$ cat config.mk
export PLATFORM = sky130hd
export DESIGN_NAME = hazard_unit
export DESIGN_NICKNAME = d
export VERILOG_FILES = /design/src/rtl/hazard_unit_pkg.sv /design/src/rtl/hazard_unit_sat_counter.sv /design/src/rtl/hazard_unit.sv
export SDC_FILE = /design/constraint.sdc
export NUM_CORES = 1
export LEC_CHECK = 0
export ABC_AREA = 0
export BUFFER_PORTS_ARGS = -buffer_cell sky130_fd_sc_hd__buf_2
export CAP_MARGIN = 10
export CORE_ASPECT_RATIO = 0.7
export CORE_MARGIN = 5
export CORE_UTILIZATION = 51
export DETAILED_ROUTE_END_ITERATION = 7
export PLACE_DENSITY = 0.8
export SYNTH_ARGS = -nofsm -noshare
export SYNTH_HDL_FRONTEND = slang
export SYNTH_SLANG_ARGS = --single-unit
export TNS_END_PERCENT = 100
$ cat constraint.sdc
create_clock -name clk -period 2.9 [get_ports clk]
set_clock_uncertainty 0.2 [all_clocks]
set_input_delay 0.58 -clock clk [delete_from_list [all_inputs] [get_ports clk]]
set_output_delay 0.58 -clock clk [all_outputs]
set_load 0.01 [all_outputs]
$ cat src/rtl/hazard_unit_pkg.sv
// hazard_unit_pkg: shared pipeline types and widths used by the hazard unit and its peers
package hazard_unit_pkg;

    localparam int XLEN = 32;
    localparam int REG_AW = 5;
    localparam int STALL_CNT_W = 32;
    localparam int FLUSH_CNT_W = 16;

    typedef enum logic {
        RUN,
        MEM_WAIT
    } hazard_state_t;

    function automatic logic src_match(
        input logic              used,
        input logic [REG_AW-1:0] src,
        input logic [REG_AW-1:0] dst
    );
        return used && (src == dst);
    endfunction

endpackage

$ cat src/rtl/hazard_unit_sat_counter.sv
// sat_counter: up-counter that sticks at its all-ones value
module sat_counter #(
    parameter int WIDTH = 16
) (
    input  logic             clk,
    input  logic             rst_n,
    input  logic             inc,
    output logic [WIDTH-1:0] value
);

    always_ff @(posedge clk or negedge rst_n) begin
        if (!rst_n) value <= '0;
        else if (inc && !(&value)) value <= value + 1'b1;
    end

endmodule

$ cat src/rtl/hazard_unit.sv
// hazard_unit: pipeline stall/flush control for load-use, memory waits and branch redirects
module hazard_unit
    import hazard_unit_pkg::*;
(
    input  logic                   clk,
    input  logic                   rst_n,
    input  logic [REG_AW-1:0]      rs1_addr_D,
    input  logic [REG_AW-1:0]      rs2_addr_D,
    input  logic                   rs1_used_D,
    input  logic                   rs2_used_D,
    input  logic [REG_AW-1:0]      rd_addr_E,
    input  logic                   mem_read_E,
    input  logic                   branch_taken_E,
    input  logic                   dmem_req_M,
    input  logic                   dmem_ack_M,
    output logic                   stall_F,
    output logic                   stall_D,
    output logic                   stall_E,
    output logic                   stall_M,
    output logic                   flush_D,
    output logic                   flush_E,
    output logic                   bubble_W,
    output logic [STALL_CNT_W-1:0] stall_cycles,
    output logic [FLUSH_CNT_W-1:0] flush_count
);

    hazard_state_t state, next_state;
    logic flush_pending, next_flush_pending;
    logic load_use, mem_wait, redirect, redirect_flush;

    assign load_use = mem_read_E && (rd_addr_E != '0) &&
                      (src_match(rs1_used_D, rs1_addr_D, rd_addr_E) ||
                       src_match(rs2_used_D, rs2_addr_D, rd_addr_E));
    assign mem_wait = dmem_req_M && !dmem_ack_M;
    // a pending flush can only exist while the wait that deferred it is in progress
    assign redirect = branch_taken_E || (flush_pending && state == MEM_WAIT);

    always_ff @(posedge clk or negedge rst_n) begin
        if (!rst_n) begin
            state         <= RUN;
            flush_pending <= 1'b0;
        end else begin
            state         <= next_state;
            flush_pending <= next_flush_pending;
        end
    end

    always_comb begin
        next_state         = mem_wait ? MEM_WAIT : RUN;
        next_flush_pending = mem_wait && (flush_pending || branch_taken_E);
        stall_F            = 1'b0;
        stall_D            = 1'b0;
        stall_E            = 1'b0;
        stall_M            = 1'b0;
        flush_D            = 1'b0;
        flush_E            = 1'b0;
        bubble_W           = 1'b0;
        redirect_flush     = 1'b0;
        if (mem_wait) begin
            stall_F  = 1'b1;
            stall_D  = 1'b1;
            stall_E  = 1'b1;
            stall_M  = 1'b1;
            bubble_W = 1'b1;
        end else if (redirect) begin
            flush_D        = 1'b1;
            flush_E        = 1'b1;
            redirect_flush = 1'b1;
        end else if (load_use) begin
            stall_F = 1'b1;
            stall_D = 1'b1;
            flush_E = 1'b1;
        end
    end

    sat_counter #(.WIDTH(STALL_CNT_W)) u_stall_cnt (
        .clk   (clk),
        .rst_n (rst_n),
        .inc   (stall_F),
        .value (stall_cycles)
    );

    sat_counter #(.WIDTH(FLUSH_CNT_W)) u_flush_cnt (
        .clk   (clk),
        .rst_n (rst_n),
        .inc   (redirect_flush),
        .value (flush_count)
    );

endmodule

== After elaboration in Yosys (flattened, before gate mapping) ==
Index checks and enable logic that the tools add are counted.

* Add/subtract/negate cells: 2
* Multipliers: 0
* Div/mod/pow operators: 0
* Order comparisons: 0
* Equal/unequal tests: 2
* Shifts and indexed selects: 0
* Multiplexer cells: 8
* Bitwise logic cells: 0
* Reductions and logical operators: 18

{| class="wikitable"
|+ Operators with widths
! kind !! number
|-
| $add 32x1->32 const B || 1
|-
| $reduce_and 32->1 || 1
|-
| $add 16x1->16 const B || 1
|-
| $reduce_and 16->1 || 1
|-
| $eq 5x5->1 || 2
|-
| $logic_and 1x1->1 || 9
|-
| $mux 1 || 8
|-
| $reduce_bool 5->1 || 1
|-
| $logic_not 1->1 || 3
|-
| $logic_or 1x1->1 || 3
|}

* Register bits: 50
* Bits in latches: 0
* Bits in writable memories: 0
* Memory bits (read-only): 0
* Input port bits: 23
* Output and inout port bits: 55
* Memories kept: 0

== Depth between registers and ports, before layout ==
* Word-level depth: 8
* Gate-level depth with buffers: 8
* Depth with buffers taken out: 7

== By module ==
Synthesis repeated with hierarchy kept, for this count alone.

* Cells, all modules: 252
* Area, all modules: 2,670.1 sq um

{| class="wikitable"
|+ By module, submodules not included
! module !! times used !! cells an instance !! area each (sq um) !! seq. area each (sq um)
|-
| sat_counter at u_stall_cnt || 1 || 146 || 1,580.3 || 800.8
|-
| sat_counter at u_flush_cnt || 1 || 75 || 840.8 || 400.4
|-
| hazard_unit || 1 || 31 || 249.0 || 50.0
|}

== Least setup slack after synthesis ==
Ideal clock, no wire load.

* Kind: input -> output
* Start: input rd_addr_E[1]
* End: output stall_F
* Data arrival time: 1.739 ns
* Data required time: 2.120 ns
* Path slack: 0.381 ns
* Stages on the path: 5
* Path through: or4_1 -> o21ai_1 -> nand2b_1 -> o21ai_0 -> buf_4

* Cells in the longest elaborated chain, start to end: 7
* Elaborated cells on any way between the ends: 11

{| class="wikitable"
|+ RTL lines
! item !! line !! RTL
|-
| start, declared || hazard_unit.sv:11 || <nowiki>input logic [REG_AW-1:0] rd_addr_E,</nowiki>
|-
| $eq 5x5->1 || hazard_unit_pkg.sv:19 || <nowiki>return used && (src == dst);</nowiki>
|-
| $logic_and 1x1->1 || hazard_unit_pkg.sv:19 ||
|-
| $logic_or 1x1->1 || hazard_unit.sv:32 || <nowiki>(src_match(rs1_used_D, rs1_addr_D, rd_addr_E) ||</nowiki>
|-
| $logic_and 1x1->1 (*) || hazard_unit.sv:31 || <nowiki>assign load_use = mem_read_E && (rd_addr_E != '0) &&</nowiki>
|-
| $mux 1 (*) (3 in a row) || n/a ||
|-
| end, declared || hazard_unit.sv:16 || <nowiki>output logic stall_F,</nowiki>
|}

Mark *: on every way between the ends. The rest lies on a longest branch, timed or not.

== Worst setup path in the final report ==
* Start: input rd_addr_E[1]
* End: output stall_F

* Cells in the longest elaborated chain, start to end: 7
* Elaborated cells on any way between the ends: 11

{| class="wikitable"
|+ RTL lines
! item !! line !! RTL
|-
| $eq 5x5->1 || hazard_unit_pkg.sv:19 ||
|-
| $logic_and 1x1->1 || hazard_unit_pkg.sv:19 ||
|-
| $logic_or 1x1->1 || hazard_unit.sv:32 ||
|-
| $logic_and 1x1->1 (*) || hazard_unit.sv:31 ||
|-
| $mux 1 (*) || hazard_unit.sv:69 || <nowiki>end else if (load_use) begin</nowiki>
|-
| $mux 1 (*) || hazard_unit.sv:65 || <nowiki>end else if (redirect) begin</nowiki>
|-
| $mux 1 (*) || hazard_unit.sv:59 || <nowiki>if (mem_wait) begin</nowiki>
|}

Marked as above.

==> key figures <==
Outcome
  • Status: finished, final reports clean

CTS
  • Clk_lat worst skew: 0.31 ns
  • Clk sinks: 50
  • TritonCTS buffer count: 5
  • Worst-path clk slew: 0.09 ns
  • H-tree depth: 2
  • Bufs on Longest Clock Path: 2
  • Post-CTS Setup Inserts: 0
  • CTS tree: done
  • CTS root buf: clkbuf_8

Detailed routing
  • Residual DRC count: 0
  • Routed length per instance: 14.5 µm
  • Final ANT Viol Nets: 0
  • DR vias: 2126
  • Final wirelength: 5820 µm
  • First drt pass iteration count: 4
  • DR vias/cell: 5.32
  • DRT iter0 DRCs: 102

GRT
  • Largest net degree at the start of global routing: 51
  • Total track usage: 0.191
  • Total grt overflow: 0
  • Initial antenna violation count: 0
  • First-pass GRT wire length: 9470 µm
  • Vias in the first global route: 1973

Yosys
  • Yosys warning count: 0
  • Gate Count Post-Synth: 242
  • Syn Nets: 267
  • Synthesized area: 2530 µm²
  • Synth unique cells: 34
  • Average size of a mapped cell: 10.5 µm²
  • Seq cells post-synth: 50
  • Register area share after synthesis: 0.494

Placed design
  • DP HPWL: 4450 µm
  • Final RePlAce weighted congestion: 0.792
  • Port bufs: 77

Die
  • Die Ht: 68.9 µm
  • Initial Util: 0.529
  • Core area: 4780 µm²
  • FP Rows: 21
  • # IOs: 78
  • Die Wd: 94.2 µm
  • Die ar.: 6490 µm²

Timing
  • Slew @ Worst Pin: 0.800 ns
  • Final period util: 0.964
  • Endpoints failing hold: 0
  • Final setup vio count: 0
  • Slew Viols, Final: 0
  • Tmin final: 2.80 ns
  • Fmax: 0.358 GHz
  • RSZ-0062 raised after global routing: false
  • Setup TNS: 0 ns
  • Slew HR: 0.465

Power
  • Max VDD drop: 0.000404 V
  • Power, Total: 1.62 mW
  • P_leak: 1.64 nW
  • Cell Pwr Density: 519 nW/µm²

Setup path
  • Crit end category: output pin
  • Max FO, Critical Path: 3
  • Data required time of the worst path: 2.12 ns
  • CP Class: input port to output pin
  • Startpoint Class: input port
  • Reg2reg path depth: 8
  • CP arrival: 2.02 ns

Min path
  • Worst Hold Class: input port to asynchronous set/reset pin

Layout
  • Final #Nets: 355
  • Layout cells sized above 1: 0.302
  • Multi-input logic area: 1210 µm²
  • Storage element area: 1250 µm²
  • ANT cells: 0
  • Area grow syn2layout: 23.4%
  • # fillers: 438

Flow run
  • Max Cap Viol: 0
[cell usage after synthesis (all sizes together)]
library cell / n / area [µm²]
nor3: 12 / 60.1
or4: 1 / 7.51
o22ai: 1 / 6.26
ha: 2 / 25.0
a211oi: 1 / 7.51
xnor2: 25 / 219
or4b: 1 / 10.0
nand2b: 3 / 18.8
mux2: 3 / 33.8
mux2i: 1 / 10.0
xor2: 29 / 254
and4: 6 / 52.6
buf: 5 / 45.0
nor2: 18 / 67.6
a21oi: 5 / 25.0
or3b: 1 / 8.76
a21o: 1 / 7.51
nor4: 9 / 56.3
nand2: 19 / 71.3
nand4: 16 / 106
o21ai: 2 / 10.0
o31a: 1 / 8.76
dfrtp: 50 / 1250
and3: 7 / 43.8
nand3: 12 / 65.1
o211ai: 1 / 12.5
inv: 7 / 26.3
nor2b: 2 / 12.5
o2111ai: 1 / 8.76
[worst paths after layout]
check | end | from | slack [ns]
worst max-delay path | stall_F | rd_addr_E[1] | 0.10
worst min-delay path | u_flush_cnt.value[15]$_DFFE_PN0P_ | rst_n | 0.16
worst max register to register | u_stall_cnt.value[9]$_DFFE_PN0P_ | u_stall_cnt.value[0]$_DFFE_PN0P_ | 0.29
worst min register to register | u_flush_cnt.value[15]$_DFFE_PN0P_ | u_flush_cnt.value[15]$_DFFE_PN0P_ | 0.29
max in group asynchronous | u_stall_cnt.value[26]$_DFFE_PN0P_ | rst_n | 1.92
min in group clk | u_flush_cnt.value[15]$_DFFE_PN0P_ | u_flush_cnt.value[15]$_DFFE_PN0P_ | 0.29
[layout by cell type (no fill, tap or decap), types with 5 or more instances in the layout]
cell | Yosys | final
buf_2 | 0 | 77
dfrtp_1 | 50 | 50
xor2_1 | 29 | 29
xnor2_1 | 25 | 25
nand2_1 | 19 | 19
nor2_1 | 18 | 18
nand4_1 | 15 | 15
nor3_1 | 12 | 12
nand3_1 | 11 | 11
nor4_1 | 9 | 9
buf_4 | 3 | 9
inv_1 | 7 | 7
and3_1 | 7 | 7
and4_1 | 6 | 6
clkbuf_8 | 0 | 6
a21oi_1 | 5 | 5
[cell families after synthesis]
family / count (synthesis) / share of synthesized area
buffers and inverters: 12 / 0.0282
AOI/OAI and AO/OA: 13 / 0.0341
DFF: 50 / 0.494
and+or+nand+nor: 107 / 0.229
muxes: 4 / 0.0173
adders and majority gates: 2 / 0.00988
xor gates and xnor gates: 54 / 0.187
[worst max-delay path, stage by stage]
cell      delay [ns]
buf_2           0.13
or4_1           0.52
o21ai_1         0.28
nand2b_1        0.17
o21ai_0         0.14
buf_2           0.19
[routing by layer]
metal / routed length, µm / global-route usage / up-vias
li1: - / - / 1030
met1: 2840 / 0.273 / 1020
met2: 2540 / 0.283 / 69
met3: 368 / 0.0466 / 7
met4: 70 / 0.0703 / 0
met5: 0 / 0 / -
[where the power goes]
part	total, mW	internal, mW	switching (mW)
registers	0.869	0.775	0.0937
logic	0.333	0.160	0.173
clock network	0.418	0.193	0.226
[sequential cells by signal, indices dropped and copies added (netlist names)]
name               flops
u_stall_cnt.value     32
u_flush_cnt.value     16
flush_pending          1
state                  1
[repair_timing]
item | 4_1_cts | 5_1_grt
endpoints found under the setup margin | 0 | 2
gates resized for setup | 0 | 1
hold buffers | 0 | 0
[area by class of cell]
class	count	area share
repair buffers	86	0.145
inverters	7	0.00841
flip-flops and latches	50	0.401
clock buffers	7	0.0276
multi-input cells	180	0.389
well taps	69	0.0276
clock inverters	1	0.00160
[metrics by stage]
step	utilization	setup WS, ns	cell area [µm²]	hold slack [ns]	std cells
floorplan	-	0.381	2530	0.0844	242
global placement	0.633	0.153	3030	0.270	392
detailed placement	0.633	0.119	3030	0.276	392
CTS	0.652	0.123	3120	0.189	400
global route	0.653	0.0223	3120	0.215	400
finish	0.653	0.103	3120	0.157	400
Note: power is estimated with default switching activity, not from simulation.
